<file path="src/rtl/serial_subtractor.sv">
// Bit-serial A - B, one bit per clock LSB first, with a registered borrow.
// Operands enter on a valid/ready channel; the result leaves on another.
module serial_subtractor #(
  parameter int unsigned W = 8
) (
  input  logic         clk,
  input  logic         rstn,
  input  logic         s_valid,
  output logic         s_ready,
  input  logic [W-1:0] s_a,
  input  logic [W-1:0] s_b,
  output logic         m_valid,
  input  logic         m_ready,
  output logic [W-1:0] m_diff,
  output logic         m_borrow,
  output logic         m_ovf,
  output logic         busy
);

  localparam int unsigned CW = (W > 2) ? $clog2(W) : 1;
  localparam int unsigned DW = W - 1;

  typedef enum logic [1:0] {
    ST_IDLE = 2'd0,
    ST_RUN  = 2'd1,
    ST_DONE = 2'd2
  } state_e;

  state_e          state_q, state_d;
  logic [W-1:0]    a_sh_q, a_sh_d;
  logic [W-1:0]    b_sh_q, b_sh_d;
  logic [DW-1:0]   diff_q, diff_d;
  logic [CW-1:0]   cnt_q, cnt_d;
  logic            bw_q, bw_d;
  logic            a_msb_q, a_msb_d;
  logic            b_msb_q, b_msb_d;
  logic            m_valid_q, m_valid_d;
  logic [W-1:0]    m_diff_q, m_diff_d;
  logic            m_borrow_q, m_borrow_d;
  logic            m_ovf_q, m_ovf_d;
  logic            busy_q, busy_d;

  // Full-subtractor slice on the current LSBs.
  logic            a0, b0, d_bit, bw_nxt;
  logic [W-1:0]    diff_full;

  always_comb begin
    a0        = a_sh_q[0];
    b0        = b_sh_q[0];
    d_bit     = a0 ^ b0 ^ bw_q;
    bw_nxt    = (~a0 & b0) | (~(a0 ^ b0) & bw_q);
    diff_full = {d_bit, diff_q};
  end

  // Next-state and datapath updates.
  always_comb begin
    state_d    = state_q;
    a_sh_d     = a_sh_q;
    b_sh_d     = b_sh_q;
    diff_d     = diff_q;
    cnt_d      = cnt_q;
    bw_d       = bw_q;
    a_msb_d    = a_msb_q;
    b_msb_d    = b_msb_q;
    m_valid_d  = m_valid_q;
    m_diff_d   = m_diff_q;
    m_borrow_d = m_borrow_q;
    m_ovf_d    = m_ovf_q;

    unique case (state_q)
      ST_IDLE: begin
        if (s_valid) begin
          a_sh_d  = s_a;
          b_sh_d  = s_b;
          a_msb_d = s_a[W-1];
          b_msb_d = s_b[W-1];
          bw_d    = 1'b0;
          cnt_d   = '0;
          state_d = ST_RUN;
        end
      end
      ST_RUN: begin
        a_sh_d = a_sh_q >> 1;
        b_sh_d = b_sh_q >> 1;
        diff_d = diff_full[W-1:1];
        bw_d   = bw_nxt;
        cnt_d  = cnt_q + CW'(1);
        if (cnt_q == CW'(W - 1)) begin
          state_d    = ST_DONE;
          m_valid_d  = 1'b1;
          m_diff_d   = diff_full;
          m_borrow_d = bw_nxt;
          // Signed overflow only when operand signs differ and the result sign left A's.
          m_ovf_d    = (a_msb_q ^ b_msb_q) & (d_bit ^ a_msb_q);
        end
      end
      ST_DONE: begin
        if (m_ready) begin
          m_valid_d = 1'b0;
          state_d   = ST_IDLE;
        end
      end
      default: begin
        state_d   = ST_IDLE;
        m_valid_d = 1'b0;
      end
    endcase

    busy_d = (state_d != ST_IDLE);
  end

  // State and datapath registers.
  always_ff @(posedge clk or negedge rstn) begin
    if (!rstn) begin
      state_q    <= ST_IDLE;
      a_sh_q     <= '0;
      b_sh_q     <= '0;
      diff_q     <= '0;
      cnt_q      <= '0;
      bw_q       <= 1'b0;
      a_msb_q    <= 1'b0;
      b_msb_q    <= 1'b0;
      m_valid_q  <= 1'b0;
      m_diff_q   <= '0;
      m_borrow_q <= 1'b0;
      m_ovf_q    <= 1'b0;
      busy_q     <= 1'b0;
    end else begin
      state_q    <= state_d;
      a_sh_q     <= a_sh_d;
      b_sh_q     <= b_sh_d;
      diff_q     <= diff_d;
      cnt_q      <= cnt_d;
      bw_q       <= bw_d;
      a_msb_q    <= a_msb_d;
      b_msb_q    <= b_msb_d;
      m_valid_q  <= m_valid_d;
      m_diff_q   <= m_diff_d;
      m_borrow_q <= m_borrow_d;
      m_ovf_q    <= m_ovf_d;
      busy_q     <= busy_d;
    end
  end

  assign s_ready  = (state_q == ST_IDLE);
  assign m_valid  = m_valid_q;
  assign m_diff   = m_diff_q;
  assign m_borrow = m_borrow_q;
  assign m_ovf    = m_ovf_q;
  assign busy     = busy_q;

endmodule

</file>
<file path="config.mk">
export PLATFORM = sky130hd
export DESIGN_NAME = serial_subtractor
export DESIGN_NICKNAME = d
export VERILOG_FILES = /design/src/rtl/serial_subtractor.sv
export SDC_FILE = /design/constraint.sdc
export NUM_CORES = 1
export LEC_CHECK = 0
export BUFFER_PORTS_ARGS = -buffer_cell sky130_fd_sc_hd__buf_2
export CAP_MARGIN = 10
export CORE_MARGIN = 5
export CORE_UTILIZATION = 45
export DETAILED_ROUTE_END_ITERATION = 8
export HOLD_SLACK_MARGIN = 0.15
export PLACE_DENSITY = 0.68
export SLEW_MARGIN = 25
export SYNTH_ARGS = -nofsm -noshare
export SYNTH_HDL_FRONTEND = slang
export SYNTH_SLANG_ARGS = --single-unit
export TNS_END_PERCENT = 10
</file>
<file path="constraint.sdc">
create_clock -name clk -period 2.6 [get_ports clk]
set_input_delay 0.39 -clock clk [delete_from_list [all_inputs] [get_ports clk]]
set_output_delay 0.39 -clock clk [all_outputs]
set_load 0.02 [all_outputs]
</file>
==> reports/metrics.yaml, run 1 <==
clock-sinks: 43
cts_made_buffers: 5
synth_area_um2: 1880
leakagePower_nw: 1.05
powerDensity_nw_per_um2: 1160
crit_arrival_ns: 1.55
worstPathRequired_ns: 2.21
wl_per_cell_um: 14.0
antenna_cells: 0
switchingPower_uw: 943
routed_wl_um: 3500
track_usage_pct: 14.5
p_sw_share_pct: 37.9
path_max_fanout: 15
cts_resized: 0
grt_pass1_wl_um: 6190
dp_cells: 241
rsz0062_at_grt: "false"
ir_drop_mv: 0.451
ys_seq_elements: 43
initial_utilization_pct: 46.6
period_share_pct: 74.5
tightestPinTransition_ns: 0.713
tns_ns: 0
use_met3_pct: 4.46
top_usage_layer: "met2"
cts_buffer_depth: 2
die_height_um: 74.6
globalRouteMet1Util_pct: 18.5
drt-initial-drc-count: 96
place_area_um2: 2040
drc: 0
overflow: 0
gp_congestion: 0.791
drive_gt1_share_pct: 28.0
pin_count: 33
cts_tree: "done"
synth_area_leaders: "dfrtp_1 (57%), nand2_1 (8.4%), a22oi_1 (5.2%), mux2_4 (4.0%), o21ai_0 (4.0%)"
use_met2_pct: 23.7
clk_pin_slew_worst_paths_ns: 0.08
syn_to_final_growth_pct: 14.5
io_buffers: 32
start_kind: "flop"
final_area_um2: 2150
yosys.area.top_type_share_pct: 57.3
cp_slowest_stage_delay_ns: 0.71
syn_area_per_cell_um2: 11.2
criticalPathCategory: "flop to output port"
whs_ns: 0.343
cap_violations: 0
die_w_um: 74.6
antenna_left: 0
grt_max_degree: 44
hpwl_um: 2480
yosysUniqueCellTypes: 26
min-delay-path-class: "input pin to flop"
syn_inst: 168
coreArea_um2: 4030
antenna_found_initial: 0
cp_slowest_cell: "dfrtp_1"
relSlewSlack_pct: 52.4
endpoint_kind: "output port"
h-tree-depth: 2
worst_clock_skew_ns: 0.00720
clock_latency_ns: 0.30
synth_seq_area_share_pct: 57.3
p_int_mw: 1.55
via_per_inst: 5.20
fp-row-count: 23
cts-root-buf: "clkbuf_8"
num-nets-final: 222
die_area_um2: 5560
fin_cells: 250
syn-num-nets: 191
finalSetupViolCount: 0
p_clk_share_pct: 17.3
fin_crit_ns: 1.94
reg2reg_slack_ns: 0.93
fmax_mhz: 516
num_vias: 1300
path_cells: "buf_4 -> nor2_1 -> buf_2"
hold_violations: 0
p_seq_share_pct: 46.5
pwr-share-comb_pct: 36.1
outcome: "finished, final reports clean"
first_pass_iters: 4
ys_warn_count: 0
grt_pass1_vias: 1377
fin_util_pct: 53.3
finalMaxSlewViolations: 0
synth_top_area_cell: "dfrtp_1"
-- synth_stat cells --
cell,number
o21ai_1,6
nor2_1,3
nor2b_2,1
and2b_1,2
fa_1,1
and3b_1,1
buf_4,2
nor2b_4,2
nand2_1,42
nand3b_4,1
mux2_2,5
clkbuf_1,3
a21oi_1,6
nor3b_1,1
dfrtp_1,43
nand2b_1,1
nor2b_1,2
buf_6,2
inv_1,2
o21ai_0,15
o21bai_4,1
a22oi_1,13
a22o_1,3
ha_1,2
buf_2,3
mux2_4,5
-- area by class of cell --
type / instances / area (um^2)
fillers: 368 / 1880
well taps: 50 / 62.6
clock inverters: 3 / 23.8
clock buffers: 5 / 68.8
flip-flops and latches: 43 / 1080
repair buffers: 34 / 180
multi-input cells: 113 / 729
inverters: 2 / 7.51
-- through the flow --
step,power [mW],worst slack (ns)
6_report,2.49,0.663
5_1_grt,2.70,0.559
4_1_cts,2.53,0.665
3_5_place_dp,2.09,0.946
3_3_place_gp,2.04,0.987
2_1_floorplan,1.84,1.15
-- kinds of logic (layout without fill, tap and decap cells) --
family          Yosys count  after routing  share of synthesized area, %
simple gates             56             56                          14.7
compound gates           44             44                          14.8
flops                    43             43                          57.3
buf+inv                  12             44                          3.80
mux                      10             10                          7.00
fa+ha+maj                 3              3                          2.40
-- final timing paths --
path                            startpoint        end  depth (start not counted)
worst max-delay path            state_q[0]    s_ready                          3
worst min-delay path                s_b[7]    b_msb_q                          2
worst max register to register  state_q[1]  m_diff[1]                          2
worst min register to register       m_ovf      m_ovf                          2
max in group asynchronous             rstn  m_diff[6]                          2
min in group asynchronous             rstn    b_msb_q                          2
-- critical path, delay by kind of cell, from the launching register on --
kind,cells,cell delay [ns]
flip-flops,1,0.71
buffers and inverters,2,0.49
AND/OR/NAND/NOR,1,0.05
-- sequential cells by signal, indices dropped and copies added (netlist names), 2 cells and up --
register and flops:
a_sh_q 8, b_sh_q 8, m_diff 8, diff_q 7, cnt_q 3, state_q 2
-- timing repair --
item                                   CTS  global route
hold buffers                             0             1
setup endpoints to repair                0             0
endpoints found under the hold margin    0            43
buffers inserted                         0             0
-- per-layer routing --
| metal | up-vias | wire length [um] |
|---|---|---|
| li1 | 634 | - |
| met4 | 0 | 40 |
| met5 | - | 0 |
| met3 | 4 | 212 |
| met2 | 37 | 1680 |
| met1 | 625 | 1570 |
-- placed cells by master, fill, tap and decap left out, types with 2 or more instances in the layout --
| master | synthesis | layout |
|---|---|---|
| a21oi_1 | 6 | 6 |
| a22o_1 | 3 | 3 |
| a22oi_1 | 13 | 13 |
| and2b_1 | 2 | 2 |
| buf_2 | 3 | 31 |
| buf_4 | 2 | 2 |
| clkbuf_8 | 0 | 5 |
| clkinvlp_4 | 0 | 2 |
| dfrtp_1 | 43 | 43 |
| ha_1 | 2 | 2 |
| inv_1 | 2 | 2 |
| mux2_2 | 5 | 5 |
| mux2_4 | 5 | 5 |
| nand2_1 | 42 | 42 |
| nor2_1 | 3 | 3 |
| nor2b_1 | 2 | 2 |
| nor2b_4 | 2 | 2 |
| o21ai_0 | 15 | 15 |
| o21ai_1 | 6 | 6 |
-- power by group through the flow --
stage / clock (mW) / combinational, mW / sequential [mW]
2_1_floorplan: 0 / 0.654 / 1.19
3_3_place_gp: 0 / 0.883 / 1.15
3_5_place_dp: 0 / 0.920 / 1.17
4_1_cts: 0.447 / 0.921 / 1.16
5_1_grt: 0.478 / 1.02 / 1.20
6_report: 0.431 / 0.900 / 1.16
Power figures use the tool's default switching activity.
==> run 2: changes to the inputs <==
Settings changed: ABC_AREA from default to 1.
Clock period 2.6 ns to 2 ns, I/O delays scaled along.
==> run 2 against run 1 <==
- total power increased by 38%
- register-to-register slack got worse by 0.41 ns
- clock skew hardly changed
- die area increased by 0.63%
- critical path depth unchanged
- sequential share of layout area decreased by 1.5 points
- first-iteration DRC count grew 25%
- via count grew 11%
==> reports/metrics.yaml, run 2 <==
timing.rr.start: "state_q[1]"
leakagePower_nw: 1.25
clk_pin_slew_worst_paths_ns: 0.08
rsz0062_at_grt: "false"
cts_made_buffers: 5
overflow: 0
cap_violations: 0
dp_cells: 308
antenna_cells: 0
endpoint_kind: "output port"
final_common_cell: "nand2_1"
start_kind: "flop"
outcome: "finished, final reports clean"
finalMaxSlewViolations: 0
cts_tree: "done"
synth_seq_area_share_pct: 56.9
gp_congestion: 0.768
clock-sinks: 43
synth_edf_count: 0
fp-row-count: 23
reg2reg_depth: 6
finalSetupViolCount: 0
path_max_fanout: 16
worstSetupEndpoint: "s_ready"
async_flop_share_pct: 100
die_w_um: 74.8
crit_arrival_ns: 1.33
min-delay-path-class: "input pin to flop"
worstPathRequired_ns: 1.70
antenna_left: 0
syn_inst: 231
yosys.area.top_type_share_pct: 56.9
die_area_um2: 5600
top_usage_layer: "met2"
hpwl_um: 2580
tns_ns: 0
criticalPathCategory: "flop to output port"
fin_crit_ns: 1.63
wl_per_cell_um: 11.4
synth_area_um2: 1890
synth_common_cells: "nand2_1 (108), dfrtp_1 (43), inv_1 (19), nand3_1 (19), o21ai_0 (17)"
reg2reg_slack_ns: 0.52
cts_resized: 0
syn_to_final_growth_pct: 17.1
fillers: 407
clock_latency_ns: 0.29
grt_max_degree: 32
cts-root-buf: "clkbuf_8"
synth_area_leaders: "dfrtp_1 (57%), nand2_1 (21%), nand3_1 (5.0%), o21ai_0 (4.5%), inv_1 (3.8%)"
syn-num-nets: 254
yosysMostFrequentCell: "nand2_1"
period_share_pct: 81.7
tightestPinTransition_ns: 0.502
relSlewSlack_pct: 66.4
grt_pass1_vias: 1354
ir_drop_mv: 0.853
crit_start: "state_q[0]"
use_met2_pct: 22.2
fmax_mhz: 612
num_vias: 1438
via_per_inst: 4.55
drive_gt1_share_pct: 17.3
first_pass_iters: 4
pin_count: 33
hold_violations: 0
powerDensity_nw_per_um2: 1550
cts_buffer_depth: 2
ys_warn_count: 0
grt_pass1_wl_um: 6290
coreArea_um2: 4030
ys_seq_elements: 43
synthFlopType: "dfrtp_1"
h-tree-depth: 2
io_buffers: 32
globalRouteMet1Util_pct: 20.7
layout_common_cells: "nand2_1 (108), dfrtp_1 (43), buf_2 (32)"
worst_clock_skew_ns: 0.00684
drt-initial-drc-count: 120
fin_cells: 316
syn_area_per_cell_um2: 8.18
use_met3_pct: 4.14
yosysUniqueCellTypes: 13
antenna_found_initial: 0
r2r_end: "a_sh_q[2]"
track_usage_pct: 14.6
initial_utilization_pct: 46.9
die_height_um: 74.8
num-nets-final: 289
synth_top_area_cell: "dfrtp_1"
routed_wl_um: 3620
drc: 0
[run 2: cell count changes after synthesis, sizes merged, moves of 3 or more]
cell	previous run	this run
nor2b	5	0
nand3	0	19
buf	7	11
nand2	42	109
o21ai	21	24
a22o	3	0
mux2	10	0
a22oi	13	0
inv	2	19
a21oi	6	0
[run 2: layout make-up]
class / count / area (um^2) / area share, %
Tap cell: 50 / 62.6 / 2.82
Timing Repair Buffer: 40 / 223 / 10.1
Sequential cell: 43 / 1080 / 48.6
Clock buffer: 6 / 72.6 / 3.28
Multi-Input combinational cell: 157 / 679 / 30.7
Clock inverter: 1 / 30.0 / 1.36
Inverter: 19 / 71.3 / 3.22
[run 2: kinds of logic (layout without fill, tap and decap cells)]
kind of cell,Yosys count,after routing,synth area share [%]
buffers and inverters,31,66,7.15
and+or+nand+nor,130,130,27.2
AOI/OAI and AO/OA,24,24,6.35
adders and majority gates,3,3,2.38
DFF,43,43,56.9
[run 2: worst min path at each step]
| stage | endpoint | cells past startpoint | slack, ns | from |
|---|---|---|---|---|
| floorplan | a_msb_q | 0 | 0.004 | rstn |
| global placement | diff_q[4] | 1 | 0.22 | rstn |
| detailed placement | diff_q[4] | 1 | 0.22 | rstn |
| CTS | b_msb_q | 3 | 0.28 | s_b[7] |
| global route | b_msb_q | 3 | 0.28 | s_b[7] |
| finish | b_msb_q | 3 | 0.28 | s_b[7] |
[run 2: timing repair]
item / CTS / global route
hold buffers: 1 / 0
setup buffers: 0 / 0
endpoints found under the hold margin: 13 / 0
[run 2: per-stage QoR]
step / cell area, um^2 / worst slack [ns] / hold WS (ns) / power, mW / util [%]
after floorplan: 1890 / 0.658 / 0.00441 / 2.46 / -
after detailed placement: 2100 / 0.550 / 0.219 / 2.82 / 52.2
after global routing: 2210 / 0.260 / 0.281 / 3.75 / 55.0
after global placement: 2100 / 0.590 / 0.220 / 2.79 / 52.2
after CTS: 2210 / 0.358 / 0.283 / 3.47 / 55.0
final: 2210 / 0.366 / 0.281 / 3.44 / 55.0
[run 2: per-layer routing]
layer	up-vias	share of wire, %
met5	-	0
met4	0	1.1
met3	7	4.5
met2	25	46
met1	628	49
li1	778	-
[run 2: worst max-delay path, cell delays in order, from the launching register on]
cell     delay [ns]
dfrtp_1        0.46
buf_4          0.23
nor2_1         0.16
buf_2          0.20
[run 2: power by group]
group | total [mW] | internal (mW) | switching, mW
logic | 1.34 | 0.482 | 0.855
clock network | 0.642 | 0.366 | 0.276
registers | 1.46 | 1.24 | 0.213
total | 3.44 | 2.09 | 1.34
==> run 3: changes to the inputs <==
Settings changed: PLACE_DENSITY 0.68 to 0.71.
Clock period 2 ns to 1.5 ns, I/O delays scaled along.
==> run 3 against run 2 <==
- register-to-register slack got worse by 0.43 ns
- non-clock buffer count rose by 4
- flip-flop and latch count did not move
- first-iteration DRC count fell by 10%
- combinational power rose by 41%
- global-route usage rose by 0.90 points
- critical path type is now flop to flop
- highest routed layer unchanged
==> reports/metrics.yaml, run 3 (synthesized netlist as in run 2, its figures left out) <==
leakagePower_nw: 1.27
fmax_mhz: 709
drt-initial-drc-count: 108
via_per_inst: 4.74
layout_common_cells: "nand2_1 (108), dfrtp_1 (43), buf_2 (32)"
start_kind: "flop"
finalMaxSlewViolations: 0
grt_max_degree: 27
min-delay-path-class: "input pin to flop"
grt_pass1_wl_um: 6540
path_max_fanout: 4
finalSetupViolCount: 0
die_w_um: 74.8
period_share_pct: 94.0
post_cts_buffers: 0
wirelength_met1_um: 1700
rsz0062_at_grt: "false"
fp-row-count: 23
reg2reg_depth: 7
first_pass_iters: 4
gp_congestion: 0.724
h-tree-depth: 2
num-nets-final: 293
route.met3.wl_um: 108
cts_tree: "done"
num_vias: 1521
worst_clock_skew_ns: 0.00421
clock_latency_ns: 0.28
io_buffers: 32
wl_per_cell_um: 11.5
cap_violations: 0
maxUsedRoutingLayer: "met4"
fillers: 391
relSlewSlack_pct: 71.1
tightestPinTransition_ns: 0.433
syn_to_final_growth_pct: 19.3
clk_pin_slew_worst_paths_ns: 0.08
whs_ns: 0.203
clock-sinks: 43
cts_buffer_depth: 2
hold_violations: 0
coreArea_um2: 4030
outcome: "finished, final reports clean"
whs_path_depth: 3
path_cells: "inv_1 -> fa_1 -> inv_1 -> nand3_1 -> nand2_1 -> nand2_1 -> nand2_1"
die_area_um2: 5600
antenna_found_initial: 0
endpoint_kind: "flop"
cts_made_buffers: 5
cts-root-buf: "clkbuf_8"
dp_slack_ns: 0.132
crit_arrival_ns: 1.59
drc: 0
antenna_left: 0
initial_utilization_pct: 46.9
track_usage_pct: 15.5
antenna_cells: 0
cpMostUsedCell: "nand2_1"
met2_length_um: 1830
cp_slowest_stage_delay_ns: 0.61
pin_count: 33
criticalPathCategory: "flop to flop"
grt_pass1_vias: 1485
tns_ns: 0
fin_crit_ns: 1.41
cp_slowest_cell: "fa_1"
fin_ws_ns: 0.0895
powerDensity_nw_per_um2: 2040
die_height_um: 74.8
overflow: 0
final_common_cell: "nand2_1"
ir_drop_mv: 0.681
worstPathRequired_ns: 1.68
routed_wl_um: 3700
hpwl_um: 2760
drive_gt1_share_pct: 18.8
-- run 3: cell count changes in the layout (fill, tap and decap cells not counted), sizes merged --
cell	delta
buf	+4
bufinv	-1
clkbuf	+2
-- run 3: per-stage QoR --
stage / instance area (um^2) / instances / util (%) / power (mW)
after floorplan: 1890 / 231 / - / 3.27
after global placement: 2140 / 312 / 53.2 / 3.80
after detailed placement: 2140 / 312 / 53.2 / 3.86
after CTS: 2250 / 321 / 56.0 / 4.67
after global routing: 2250 / 321 / 56.0 / 5.06
final: 2250 / 321 / 56.0 / 4.61
-- run 3: critical path: cells and delay by family (launching register included) --
kind | cells | cell delay [ns]
fa+ha+maj | 1 | 0.61
simple gates | 4 | 0.22
buf+inv | 2 | 0.13
flops | 1 | 0.34
-- run 3: cell type report --
type,count,area (um^2),share of cell area (%)
Sequential cell,43,1080,47.7
Multi-Input combinational cell,157,679,30.1
Timing Repair Buffer,44,265,11.8
Clock buffer,8,100,4.44
Inverter,19,71.3,3.16
Tap cell,50,62.6,2.77
-- run 3: metal layers --
| layer | global-route usage [%] | vias to the layer above |
|---|---|---|
| met5 | 0 | - |
| met4 | 5.93 | 0 |
| met2 | 26.3 | 18 |
| met1 | 19.4 | 707 |
| li1 | - | 789 |
| met3 | 3.20 | 7 |
-- run 3: power by group --
part,switching [mW],total (mW),internal [mW]
clock network,0.362,0.782,0.420
registers,0.278,1.94,1.66
logic,1.17,1.89,0.717
total,1.81,4.61,2.80
-- run 3: timing repair --
action	4_1_cts	5_1_grt
gates resized for setup	0	0
hold buffers	1	0
endpoints found under the hold margin	17	0
-- run 3: final timing paths --
check                      slack [ns]       from       end
max                              0.09  a_sh_q[0]     m_ovf
max reg2reg                      0.09  a_sh_q[0]     m_ovf
max in group asynchronous        0.62       rstn      busy
min in group asynchronous        0.41       rstn   a_msb_q
min                              0.20     s_a[7]   a_msb_q
min reg2reg                      0.48   cnt_q[1]  cnt_q[1]
